[config.mk]
export PLATFORM = sky130hd
export DESIGN_NAME = pipelined_adder_flat
export DESIGN_NICKNAME = d
export VERILOG_FILES = /design/src/rtl/pipelined_adder_if.sv /design/src/rtl/pipelined_adder.sv /design/src/flat_wrapper.sv
export SDC_FILE = /design/constraint.sdc
export NUM_CORES = 1
export LEC_CHECK = 0
export ABC_AREA = 1
export BUFFER_PORTS_ARGS = -buffer_cell sky130_fd_sc_hd__buf_2
export CAP_MARGIN = 40
export CORE_MARGIN = 3
export CORE_UTILIZATION = 35
export CTS_BUF_LIST = sky130_fd_sc_hd__clkbuf_8
export DETAILED_ROUTE_END_ITERATION = 10
export PLACE_DENSITY = 0.63
export SYNTH_ARGS = -nofsm -noshare
export SYNTH_HDL_FRONTEND = slang
export SYNTH_SLANG_ARGS = --single-unit
[constraint.sdc]
create_clock -name clk -period 4.03 [get_ports clk]
set_clock_uncertainty 0.05 [all_clocks]
set_input_delay 0.806 -clock clk [delete_from_list [all_inputs] [get_ports clk]]
set_output_delay 0.806 -clock clk [all_outputs]
set_load 0.02 [all_outputs]
[src/rtl/pipelined_adder_if.sv]
// pipelined_adder_if: operand/result handshake bundle for pipelined_adder.
// master drives operands and out_ready; slave (the adder) drives results and in_ready.
interface pipelined_adder_if #(
    parameter int WIDTH = 32
);
    logic [WIDTH-1:0] a;
    logic [WIDTH-1:0] b;
    logic             carryin;
    logic             sub;
    logic             in_valid;
    logic             in_ready;
    logic [WIDTH-1:0] sum;
    logic             carryout;
    logic             overflow;
    logic             out_valid;
    logic             out_ready;

    modport master (
        output a, b, carryin, sub, in_valid, out_ready,
        input  in_ready, sum, carryout, overflow, out_valid
    );

    modport slave (
        input  a, b, carryin, sub, in_valid, out_ready,
        output in_ready, sum, carryout, overflow, out_valid
    );
endinterface

[src/rtl/pipelined_adder.sv]
// pipelined_adder: STAGES-deep add/subtract with a sliced carry chain and valid/ready flow control.
// Define SATURATE_EN to clamp the sum on signed overflow; default build wraps modulo 2^WIDTH.
module pipelined_adder #(
    parameter int WIDTH  = 32,
    parameter int STAGES = 4
) (
    input logic              clk,
    input logic              resetn,
    pipelined_adder_if.slave bus
);
    localparam int SW = WIDTH / STAGES;
    localparam int L  = STAGES - 1;

    if (WIDTH < 2 || STAGES < 1 || WIDTH % STAGES != 0) begin : g_bad_cfg
        $error("pipelined_adder: WIDTH must be >= 2 and a multiple of STAGES");
    end

    logic [WIDTH-1:0] a_q   [STAGES];
    logic [WIDTH-1:0] b_q   [STAGES];
    logic [WIDTH-1:0] s_q   [STAGES];
    logic [L:0]       v_q;
    logic [L:0]       c_q;
    logic             ov_q;

    logic [WIDTH-1:0] src_a [STAGES];
    logic [WIDTH-1:0] src_b [STAGES];
    logic [WIDTH-1:0] src_s [STAGES];
    logic [WIDTH-1:0] nxt_s [STAGES];
    logic [L:0]       src_v;
    logic [L:0]       src_c;
    logic [L:0]       nxt_c;
    logic [SW:0]      part;
    logic             msb_cin;
    logic             ovf;
    logic [WIDTH-1:0] fin_sum;
    logic             stall;

    assign stall         = v_q[L] && !bus.out_ready;
    assign bus.in_ready  = !stall;
    assign bus.out_valid = v_q[L];
    assign bus.sum       = s_q[L];
    assign bus.carryout  = c_q[L];
    assign bus.overflow  = ov_q;

    // b is inverted on entry so every later slice is a plain add; subtract forces carry-in to 1
    always_comb begin
        src_a[0] = bus.a;
        src_b[0] = bus.b ^ {WIDTH{bus.sub}};
        src_s[0] = '0;
        src_v[0] = bus.in_valid;
        src_c[0] = bus.sub | bus.carryin;
        for (int k = 1; k < STAGES; k++) begin
            src_a[k] = a_q[k-1];
            src_b[k] = b_q[k-1];
            src_s[k] = s_q[k-1];
            src_v[k] = v_q[k-1];
            src_c[k] = c_q[k-1];
        end
        part  = '0;
        nxt_c = '0;
        for (int k = 0; k < STAGES; k++) begin
            part = {1'b0, src_a[k][k*SW +: SW]} + {1'b0, src_b[k][k*SW +: SW]} + {{SW{1'b0}}, src_c[k]};
            nxt_s[k]              = src_s[k];
            nxt_s[k][k*SW +: SW]  = part[SW-1:0];
            nxt_c[k]              = part[SW];
        end
    end

    // carry into the MSB is recovered from the MSB's own sum bit
    always_comb begin
        msb_cin = src_a[L][WIDTH-1] ^ src_b[L][WIDTH-1] ^ nxt_s[L][WIDTH-1];
        ovf     = msb_cin ^ nxt_c[L];
`ifdef SATURATE_EN
        fin_sum = ovf ? {~nxt_s[L][WIDTH-1], {(WIDTH-1){nxt_s[L][WIDTH-1]}}} : nxt_s[L];
`else
        fin_sum = nxt_s[L];
`endif
    end

    always_ff @(posedge clk or negedge resetn) begin
        if (!resetn) begin
            for (int k = 0; k < STAGES; k++) begin
                a_q[k] <= '0;
                b_q[k] <= '0;
                s_q[k] <= '0;
            end
            v_q  <= '0;
            c_q  <= '0;
            ov_q <= 1'b0;
        end else if (!stall) begin
            for (int k = 0; k < STAGES; k++) begin
                a_q[k] <= src_a[k];
                b_q[k] <= src_b[k];
                s_q[k] <= (k == L) ? fin_sum : nxt_s[k];
            end
            v_q  <= src_v;
            c_q  <= nxt_c;
            ov_q <= ovf;
        end
    end
endmodule
[src/flat_wrapper.sv]
// flat-port wrapper written by rule: the top's interface ports become plain ports
module pipelined_adder_flat 
#(
    parameter int WIDTH  = 32,
    parameter int STAGES = 4
)
  (clk, resetn, bus_a, bus_b, bus_carryin, bus_sub, bus_in_valid, bus_out_ready, bus_in_ready, bus_sum, bus_carryout, bus_overflow, bus_out_valid);
  pipelined_adder_if #(.WIDTH(WIDTH)) bus_i ();
  input logic clk;
  input logic resetn;
  input wire logic [$bits(bus_i.a)-1:0] bus_a;
  input wire logic [$bits(bus_i.b)-1:0] bus_b;
  input wire logic [$bits(bus_i.carryin)-1:0] bus_carryin;
  input wire logic [$bits(bus_i.sub)-1:0] bus_sub;
  input wire logic [$bits(bus_i.in_valid)-1:0] bus_in_valid;
  input wire logic [$bits(bus_i.out_ready)-1:0] bus_out_ready;
  output wire logic [$bits(bus_i.in_ready)-1:0] bus_in_ready;
  output wire logic [$bits(bus_i.sum)-1:0] bus_sum;
  output wire logic [$bits(bus_i.carryout)-1:0] bus_carryout;
  output wire logic [$bits(bus_i.overflow)-1:0] bus_overflow;
  output wire logic [$bits(bus_i.out_valid)-1:0] bus_out_valid;
  assign bus_i.a = bus_a;
  assign bus_i.b = bus_b;
  assign bus_i.carryin = bus_carryin;
  assign bus_i.sub = bus_sub;
  assign bus_i.in_valid = bus_in_valid;
  assign bus_i.out_ready = bus_out_ready;
  assign bus_in_ready = bus_i.in_ready;
  assign bus_sum = bus_i.sum;
  assign bus_carryout = bus_i.carryout;
  assign bus_overflow = bus_i.overflow;
  assign bus_out_valid = bus_i.out_valid;
  pipelined_adder #(.WIDTH(WIDTH), .STAGES(STAGES)) u_core (.clk(clk), .resetn(resetn), .bus(bus_i));
endmodule
==> qor.yml, run 1 <==
outcome:
  outcome: "completed"
global_route:
  grt_pass1_vias: 6159
  antenna_found_initial: 0
  overflow: 0
  grt_pass1_wl_um: 30200
  grt_max_degree: 219
  groute.usage.overall_pct: 14.0
synth:
  netlist_area_sq_um: 8630
  ys_types: 24
  yosys_register_bits: 185
  synth_fp_nets: 1105
  syn_area_per_cell_sq_um: 8.63
  synthCells: 999
  yosys_warnings: 0
  synth-seq-area-share_pct: 53.7
routing:
  drtIter0Drc: 415
  vias: 6348
  ant_nets: 0
  wl_per_cell_um: 12.3
  vias_per_cell: 4.49
  drcViolationCount: 0
  detail_route.first_pass.iterations: 4
  wirelength_um: 17400
setup_path:
  cp-start-kind: "primary input"
  end_kind: "register"
  regToRegStartpoint: "u_core.c_q[2]$_DFFE_PN0N_"
  cpPeakStageDelay_ps: 380
  r2r-end: "u_core.bus.overflow$_DFFE_PN0N_"
  worstPathCellList: "buf_2, xor2_1, fa_1, inv_1, fa_1, inv_1, nand3_1, nand3_1, a21oi_1, o21ai_0, nand2_1"
  reg2reg_setup_slack_ps: 1860
  arrival_ps: 2600
  crit_fanout: 11
  required_ps: 4310
  cp_slowest_cell: "fa_1"
  r2r_cells: 10
  worst-setup-path-type: "primary input to register"
clock_network:
  post_cts_buffers: 0
  cts_made_buffers: 17
  path_clk_slew_ps: 100
  cts_hold_buf: 0
  cts_max_level: 4
  cts_tree: "built"
  cts.path.max_buffers: 2
  insertion_delay_ps: 450
  cts-resized-gates: 0
  cts.sinks: 185
  cts_root_buffer: "clkbuf_8"
timing:
  fmax_ghz: 0.430
  finalSetupTns_ps: 0
  report.final.hold_viol_count: 0
  setup_viol: 0
  tightest_slew_ps: 895
  period_needed_ps: 2330
  final_max_slew_viol_count: 0
  relSlewSlack_pct: 40.3
  rsz0062_at_grt: "false"
  post-route-period-util_pct: 57.8
layout:
  area_delta_synth_final_pct: 12.5
  nets: 1190
  mostFrequentLayoutCells: "nand2_1, dfrtp_1, buf_2"
  finish.utilization_pct: 40.7
  antenna_cells: 0
  final_common_cell: "nand2_1"
  drive_above_1_share_pct: 13.3
job:
  cap_violations: 0
die:
  initial_utilization_pct: 36.2
  coreArea_sq_um: 23800
  floorplan.rows: 56
  dieArea_sq_um: 26600
  ioPinCount: 106
  die_w_um: 163
  fp.dieH_um: 163
power_and_ir_drop:
  vdd_drop_max_mv: 0.549
  p_leak_nw: 5.03
  p_per_area_nw_per_um2: 733
placement:
  gp_congestion: 0.785
  portBuffers: 105
  dpl.hpwl_um: 11200
worst_hold_path:
  hold_path_class: "primary input to async pin"
[worst max path at each step]
stage / start / to / slack, ps
global route: bus_sub / u_core.nxt_s[68]$_DFFE_PN0N_ / 1550
detailed placement: bus_sub / u_core.nxt_s[68]$_DFFE_PN0N_ / 1250
finish: bus_sub / u_core.nxt_s[68]$_DFFE_PN0N_ / 1700
floorplan: bus_sub / u_core.c_q[0]$_DFFE_PN0N_ / 1380
global placement: bus_sub / u_core.nxt_s[68]$_DFFE_PN0N_ / 1300
CTS: bus_sub / u_core.nxt_s[68]$_DFFE_PN0N_ / 1710
[metal layers]
metal / routed length [um] / share of wire, % / vias to the layer above / track usage (%)
li1: - / - / 3286 / -
met1: 8800 / 50 / 2934 / 20.0
met2: 7760 / 45 / 114 / 21.5
met3: 653 / 3.7 / 14 / 2.98
met4: 221 / 1.3 / 0 / 3.96
met5: 0 / 0 / - / 0
[flip-flops by register name (all words and copies together) (netlist names)]
signal               flops
u_core.bus.overflow      1
u_core.a_q              48
u_core.c_q               4
u_core.v_q               4
u_core.fin_sum          24
u_core.b_q              48
u_core.nxt_s            24
u_core.bus.sum          32
[power breakdown]
part	internal (mW)	switching (mW)
combinational	1.08	1.86
clock	0.434	0.660
sequential	2.67	0.408
total	4.18	2.93
[cells in the mapped netlist (all sizes together)]
master  number  area [sq um]
nand2      400          1500
dfrtp      185          4630
o21ai      124           621
inv         88           333
buf         36           230
ha          28           350
xnor2       27           236
nand3       25           125
nor2        22          90.1
a21oi       15          75.1
xor2        10          87.6
clkbuf       8          30.0
fa           8           160
nand3b       8          60.1
nand4        6          37.5
or2          6          37.5
a21o         2          15.0
a31oi        1          6.26
[cell families after synthesis]
family                     share of synthesized area, %
adders and majority gates                          5.92
AOI/OAI and AO/OA                                  8.31
xor gates and xnor gates                           3.76
DFF                                                53.7
and+or+nand+nor                                    21.5
buffers and inverters                              6.88
[worst max-delay path: cells and delay by family]
kind	cells	cell delay [ps]
simple gates	3	260
fa+ha+maj	2	600
buf+inv	3	490
xor+xnor	1	230
compound gates	2	200
[layout make-up]
class | count | area [sq um]
clock buffer | 18 | 248
timing repair buffer | 110 | 609
tap | 319 | 399
clock inverter | 13 | 82.6
fill | 2453 | 14100
sequential | 185 | 4630
inverter | 88 | 333
multi-input combinational | 682 | 3400
[per-stage QoR]
step                      power [mW]  hold WS, ps  instance area [sq um]  worst slack (ps)  cells
final                           7.11          368                   9700              1700   1415
after global routing            7.88          378                   9700              1550   1415
after CTS                       7.24          353                   9700              1710   1415
after detailed placement        6.10          384                   9370              1250   1384
after global placement          6.01          382                   9370              1300   1384
after floorplan                 5.32          369                   8630              1380    999
No activity file was read; power rests on OpenSTA's default activity.
==> run 2, diff against run 1 <==
Clock period 4.03 ns to 2.3 ns, I/O delays scaled along.
==> run 2 against run 1 <==
Effect of this change:
- register-to-register slack worse by 1700 ps
- sequential share of layout area is 0.42 points lower
- utilization is 0.36 points higher
- cell count increased by 0.42%
- worst setup slack got worse by 1500 ps
- via count is 1.1% higher
- total power is 76% higher
- critical endpoint is now u_core.bus.overflow$_DFFE_PN0N_
==> qor.yml, run 2 (synthesis results as in run 1) <==
placement:
  portBuffers: 105
  gp_congestion: 0.844
  place_inst: 1389
  dpl.hpwl_um: 11800
  dpl_worst_slack_ps: 27.0
timing:
  rsz0062_at_grt: "false"
  post-route-period-util_pct: 92.6
  report.final.hold_viol_count: 0
  relSlewSlack_pct: 59.2
  finalSetupTns_ps: 0
  period_needed_ps: 2130
  setup_ws_ps: 171
  setup_viol: 0
  final_max_slew_viol_count: 0
  fmax_ghz: 0.470
  tightest_slew_ps: 612
power_and_ir_drop:
  p_per_area_nw_per_um2: 1280
  vdd_drop_max_mv: 0.420
  power_mw: 12.5
  p_leak_nw: 5.07
routing:
  wl_per_cell_um: 12.4
  ant_nets: 0
  drcViolationCount: 0
  wirelength_um: 17600
  vias_per_cell: 4.52
  vias: 6418
  drtIter0Drc: 310
  detail_route.first_pass.iterations: 4
layout:
  finish.utilization_pct: 41.1
  final_cells: 1421
  drive_above_1_share_pct: 13.5
  n_fill_cell: 2425
  antenna_cells: 0
  area_delta_synth_final_pct: 13.5
  final_common_cell: "nand2_1"
  nets: 1196
  mostFrequentLayoutCells: "nand2_1, dfrtp_1, buf_2"
die:
  fp.dieH_um: 163
  ioPinCount: 106
  die_w_um: 163
  dieArea_sq_um: 26600
  initial_utilization_pct: 36.2
  coreArea_sq_um: 23800
  floorplan.rows: 56
clock_network:
  cts_tree: "built"
  cts_root_buffer: "clkbuf_8"
  insertion_delay_ps: 460
  cts.sinks: 185
  path_clk_slew_ps: 100
  cts_max_level: 4
  cts_made_buffers: 17
  cts.path.max_buffers: 2
setup_path:
  cpPeakStageDelay_ps: 490
  end_kind: "register"
  regToRegStartpoint: "u_core.c_q[2]$_DFFE_PN0N_"
  reg2reg_setup_slack_ps: 170
  worstPathCellList: "fa_1, fa_1, nand2_1, nand2_1, nand2_1, nor2_1, nor2_1, nand2_1, nand3_1, nand2_1"
  r2r-end: "u_core.bus.overflow$_DFFE_PN0N_"
  required_ps: 2590
  cp-start-kind: "register"
  worst-setup-path-type: "register to register"
  timing.critical_path.mode_cell: "nand2_1"
  crit_start: "u_core.c_q[2]$_DFFE_PN0N_"
  crit_fanout: 3
  r2r_cells: 10
  arrival_ps: 2420
  cp_slowest_cell: "fa_1"
global_route:
  grt_max_degree: 152
  grt_pass1_wl_um: 30300
  antenna_found_initial: 0
  grt_pass1_vias: 6301
  overflow: 0
  groute.usage.overall_pct: 14.0
worst_hold_path:
  min_from: "bus_a[10]"
  hold_path_class: "primary input to register"
  worstHoldPathCells: 3
  min_to: "u_core.a_q[106]$_DFFE_PN0N_"
outcome:
  outcome: "completed"
job:
  cap_violations: 0
run 2: cell count changes in the layout (fill, tap and decap cells not counted), sizes merged:
| cell | change |
|---|---|
| clkinv | -2 |
| dlygate4sd3 | +1 |
| inv | +2 |
| buf | +5 |
run 2: area by class of cell:
type,instances,area (sq um),share of cell area [%]
clock buffers,18,248,2.53
repair buffers,116,694,7.09
inverters,88,333,3.40
flip-flops and latches,185,4630,47.3
multi-input cells,682,3400,34.8
clock inverters,13,83.8,0.856
well taps,319,399,4.08
run 2: worst max path at each step:
stage | cells after the start | slack (ps) | end
after detailed placement | 11 | 30 | u_core.c_q[0]$_DFFE_PN0N_
after global placement | 11 | 60 | u_core.c_q[0]$_DFFE_PN0N_
after CTS | 10 | 160 | u_core.bus.overflow$_DFFE_PN0N_
final | 10 | 170 | u_core.bus.overflow$_DFFE_PN0N_
after global routing | 10 | 10 | u_core.bus.overflow$_DFFE_PN0N_
after floorplan | 12 | 30 | u_core.c_q[0]$_DFFE_PN0N_
run 2: critical path: cells and delay by family (launching register included):
kind                     cells  cell delay (ps)
adder cells (fa/ha/maj)      2              910
flip-flops                   1              410
AND/OR/NAND/NOR              8              650
run 2: through the flow:
step / hold WS (ps) / area [sq um]
6_report: 143 / 9790
3_3_place_gp: 383 / 9450
5_1_grt: 111 / 9790
3_5_place_dp: 390 / 9450
2_1_floorplan: 114 / 8630
4_1_cts: 90.2 / 9790
run 2: repair_timing:
action / in CTS / in global routing
hold buffers: 1 / 0
endpoints found under the setup margin: 0 / 0
endpoints found under the hold margin: 42 / 0
setup buffers: 0 / 0
resized for setup: 0 / 0
run 2: layer usage:
layer,GRT usage [%],routed length (um),up-vias
li1,-,-,3307
met1,19.8,8730,2996
met2,21.9,8070,105
met3,3.18,735,10
met4,3.34,109,0
met5,0,0,-
run 2: where the power goes:
| group | internal (mW) | total, mW | switching (mW) | leakage [nW] |
|---|---|---|---|---|
| Clock | 0.761 | 1.94 | 1.18 | 0.174 |
| Combinational | 1.92 | 5.19 | 3.27 | 2.66 |
| Sequential | 4.68 | 5.40 | 0.720 | 2.24 |
==> run 3, diff against run 2 <==
--- a/config.mk
+++ b/config.mk
@@ -13,4 +13,5 @@
 export CTS_BUF_LIST = sky130_fd_sc_hd__clkbuf_8
 export DETAILED_ROUTE_END_ITERATION = 10
+export HOLD_SLACK_MARGIN = 0.08
 export PLACE_DENSITY = 0.63
 export SYNTH_ARGS = -nofsm -noshare
==> constraint.sdc (replaced) <==
create_clock -name clk -period 2.3 [get_ports clk]
set_clock_uncertainty 0.05 [all_clocks]
set_input_delay 0.23 -clock clk [delete_from_list [all_inputs] [get_ports clk]]
set_output_delay 0.23 -clock clk [all_outputs]
set_load 0.02 [all_outputs]
==> run 3 against run 2 <==
Effect of this change:
- first-iteration DRC count grew 41%
- combinational power grew 1%
- count of clock-buffer cells in the layout stayed put
- worst setup slack better by 65 ps
- sequential share of layout area fell by 2.5 points
- largest cell class unchanged
==> qor.yml, run 3 (synthesis results as in run 1) <==
routing:
  ant_nets: 0
  drcViolationCount: 0
  maxUsedRoutingLayer: "met4"
  wirelength_um: 18100
  detail_route.first_pass.iterations: 7
  wl_per_cell_um: 12.3
  drtIter0Drc: 436
  route.met3.wl_um: 664
  wl_met1_um: 9090
  wl_met2_um: 8220
  vias_per_cell: 4.46
  vias: 6548
die:
  fp.dieH_um: 163
  die_w_um: 163
  initial_utilization_pct: 36.2
  dieArea_sq_um: 26600
  ioPinCount: 106
  coreArea_sq_um: 23800
  floorplan.rows: 56
global_route:
  groute.usage.overall_pct: 14.4
  antenna_found_initial: 0
  grt_pass1_wl_um: 31300
  grt_max_degree: 121
  overflow: 0
  grt_pass1_vias: 6438
power_and_ir_drop:
  p_leak_nw: 5.31
  p_per_area_nw_per_um2: 1250
  vdd_drop_max_mv: 0.502
setup_path:
  r2r-end: "u_core.bus.overflow$_DFFE_PN0N_"
  r2r_cells: 10
  worst-setup-path-type: "register to register"
  regToRegStartpoint: "u_core.c_q[2]$_DFFE_PN0N_"
  reg2reg_setup_slack_ps: 240
  end_kind: "register"
  crit_start: "u_core.c_q[2]$_DFFE_PN0N_"
  crit_end: "u_core.bus.overflow$_DFFE_PN0N_"
  arrival_ps: 2360
  required_ps: 2600
  crit_fanout: 3
  cp-start-kind: "register"
timing:
  fmax_ghz: 0.485
  finalSetupTns_ps: 0
  setup_ws_ps: 236
  final_max_slew_viol_count: 0
  whs_ps: 138
  tightest_slew_ps: 585
  rsz0062_at_grt: "false"
  setup_viol: 0
  relSlewSlack_pct: 61.0
  post-route-period-util_pct: 89.7
  period_needed_ps: 2060
  report.final.hold_viol_count: 0
placement:
  gp_congestion: 0.806
  dpl.hpwl_um: 11700
  dpl_worst_slack_ps: 253
  post_dp_cell_area_sq_um: 9440
  portBuffers: 105
clock_network:
  cts.sinks: 185
  cts_root_buffer: "clkbuf_8"
  cts_made_buffers: 17
  post_cts_buffers: 0
  cts-resized-gates: 0
  insertion_delay_ps: 450
  cts_hold_buf: 50
  path_clk_slew_ps: 100
  cts_tree: "built"
  cts.path.max_buffers: 2
  cts_max_level: 4
job:
  cap_violations: 0
outcome:
  outcome: "completed"
layout:
  nets: 1244
  n_fill_cell: 2364
  antenna_cells: 0
  design_area_sq_um: 10300
  final_common_cell: "nand2_1"
  drive_above_1_share_pct: 13.0
  finish.utilization_pct: 43.4
  mostFrequentLayoutCells: "nand2_1, dfrtp_1, buf_2"
  area_delta_synth_final_pct: 19.9
worst_hold_path:
  hold_path_class: "primary input to register"
-- run 3: routing by layer --
layer | vias to the layer above | global-route usage [%]
met2 | 103 | 22.5
met5 | - | 0
li1 | 3407 | -
met3 | 14 | 3.15
met4 | 0 | 3.23
met1 | 3024 | 20.6
-- run 3: power by group --
| part | leakage, nW | internal [mW] | switching, mW |
|---|---|---|---|
| logic | 2.86 | 1.98 | 3.28 |
| registers | 2.24 | 4.68 | 0.738 |
| clock network | 0.208 | 1.09 | 1.19 |
-- run 3: per-stage QoR --
step | cells | power, mW
2_1_floorplan | 999 | 9.32
3_3_place_gp | 1388 | 10.6
3_5_place_dp | 1388 | 10.7
4_1_cts | 1469 | 13.2
5_1_grt | 1469 | 14.2
6_report | 1469 | 13.0
-- run 3: worst min-delay path by stage --
| stage | from | cells after the start | end | slack, ps |
|---|---|---|---|---|
| floorplan | resetn | 0 | u_core.a_q[104]$_DFFE_PN0N_ | -120 |
| global placement | resetn | 1 | u_core.bus.sum[2]$_DFFE_PN0N_ | 240 |
| detailed placement | resetn | 1 | u_core.bus.sum[2]$_DFFE_PN0N_ | 240 |
| CTS | bus_a[0] | 4 | u_core.nxt_s[64]$_DFFE_PN0N_ | 80 |
| global route | bus_a[0] | 4 | u_core.nxt_s[64]$_DFFE_PN0N_ | 150 |
| finish | bus_a[0] | 4 | u_core.nxt_s[64]$_DFFE_PN0N_ | 140 |
-- run 3: worst max-delay path, stage by stage, from the launching register on --
cell and delay (ps):
dfrtp_1 410, fa_1 490, fa_1 410, nand2_1 90, nand2_1 100, nand2_1 110, nor2_1 40, nor2_1 100
nand2_1 60, nand3_1 60, nand2_1 50
-- run 3: final cells by class --
class / count / area (sq um) / share of cell area (%)
Sequential cell: 185 / 4630 / 44.8
Multi-Input combinational cell: 682 / 3400 / 32.9
Timing Repair Buffer: 164 / 1180 / 11.4
Tap cell: 319 / 399 / 3.86
Inverter: 88 / 333 / 3.22
Clock buffer: 18 / 248 / 2.40
Clock inverter: 13 / 154 / 1.49
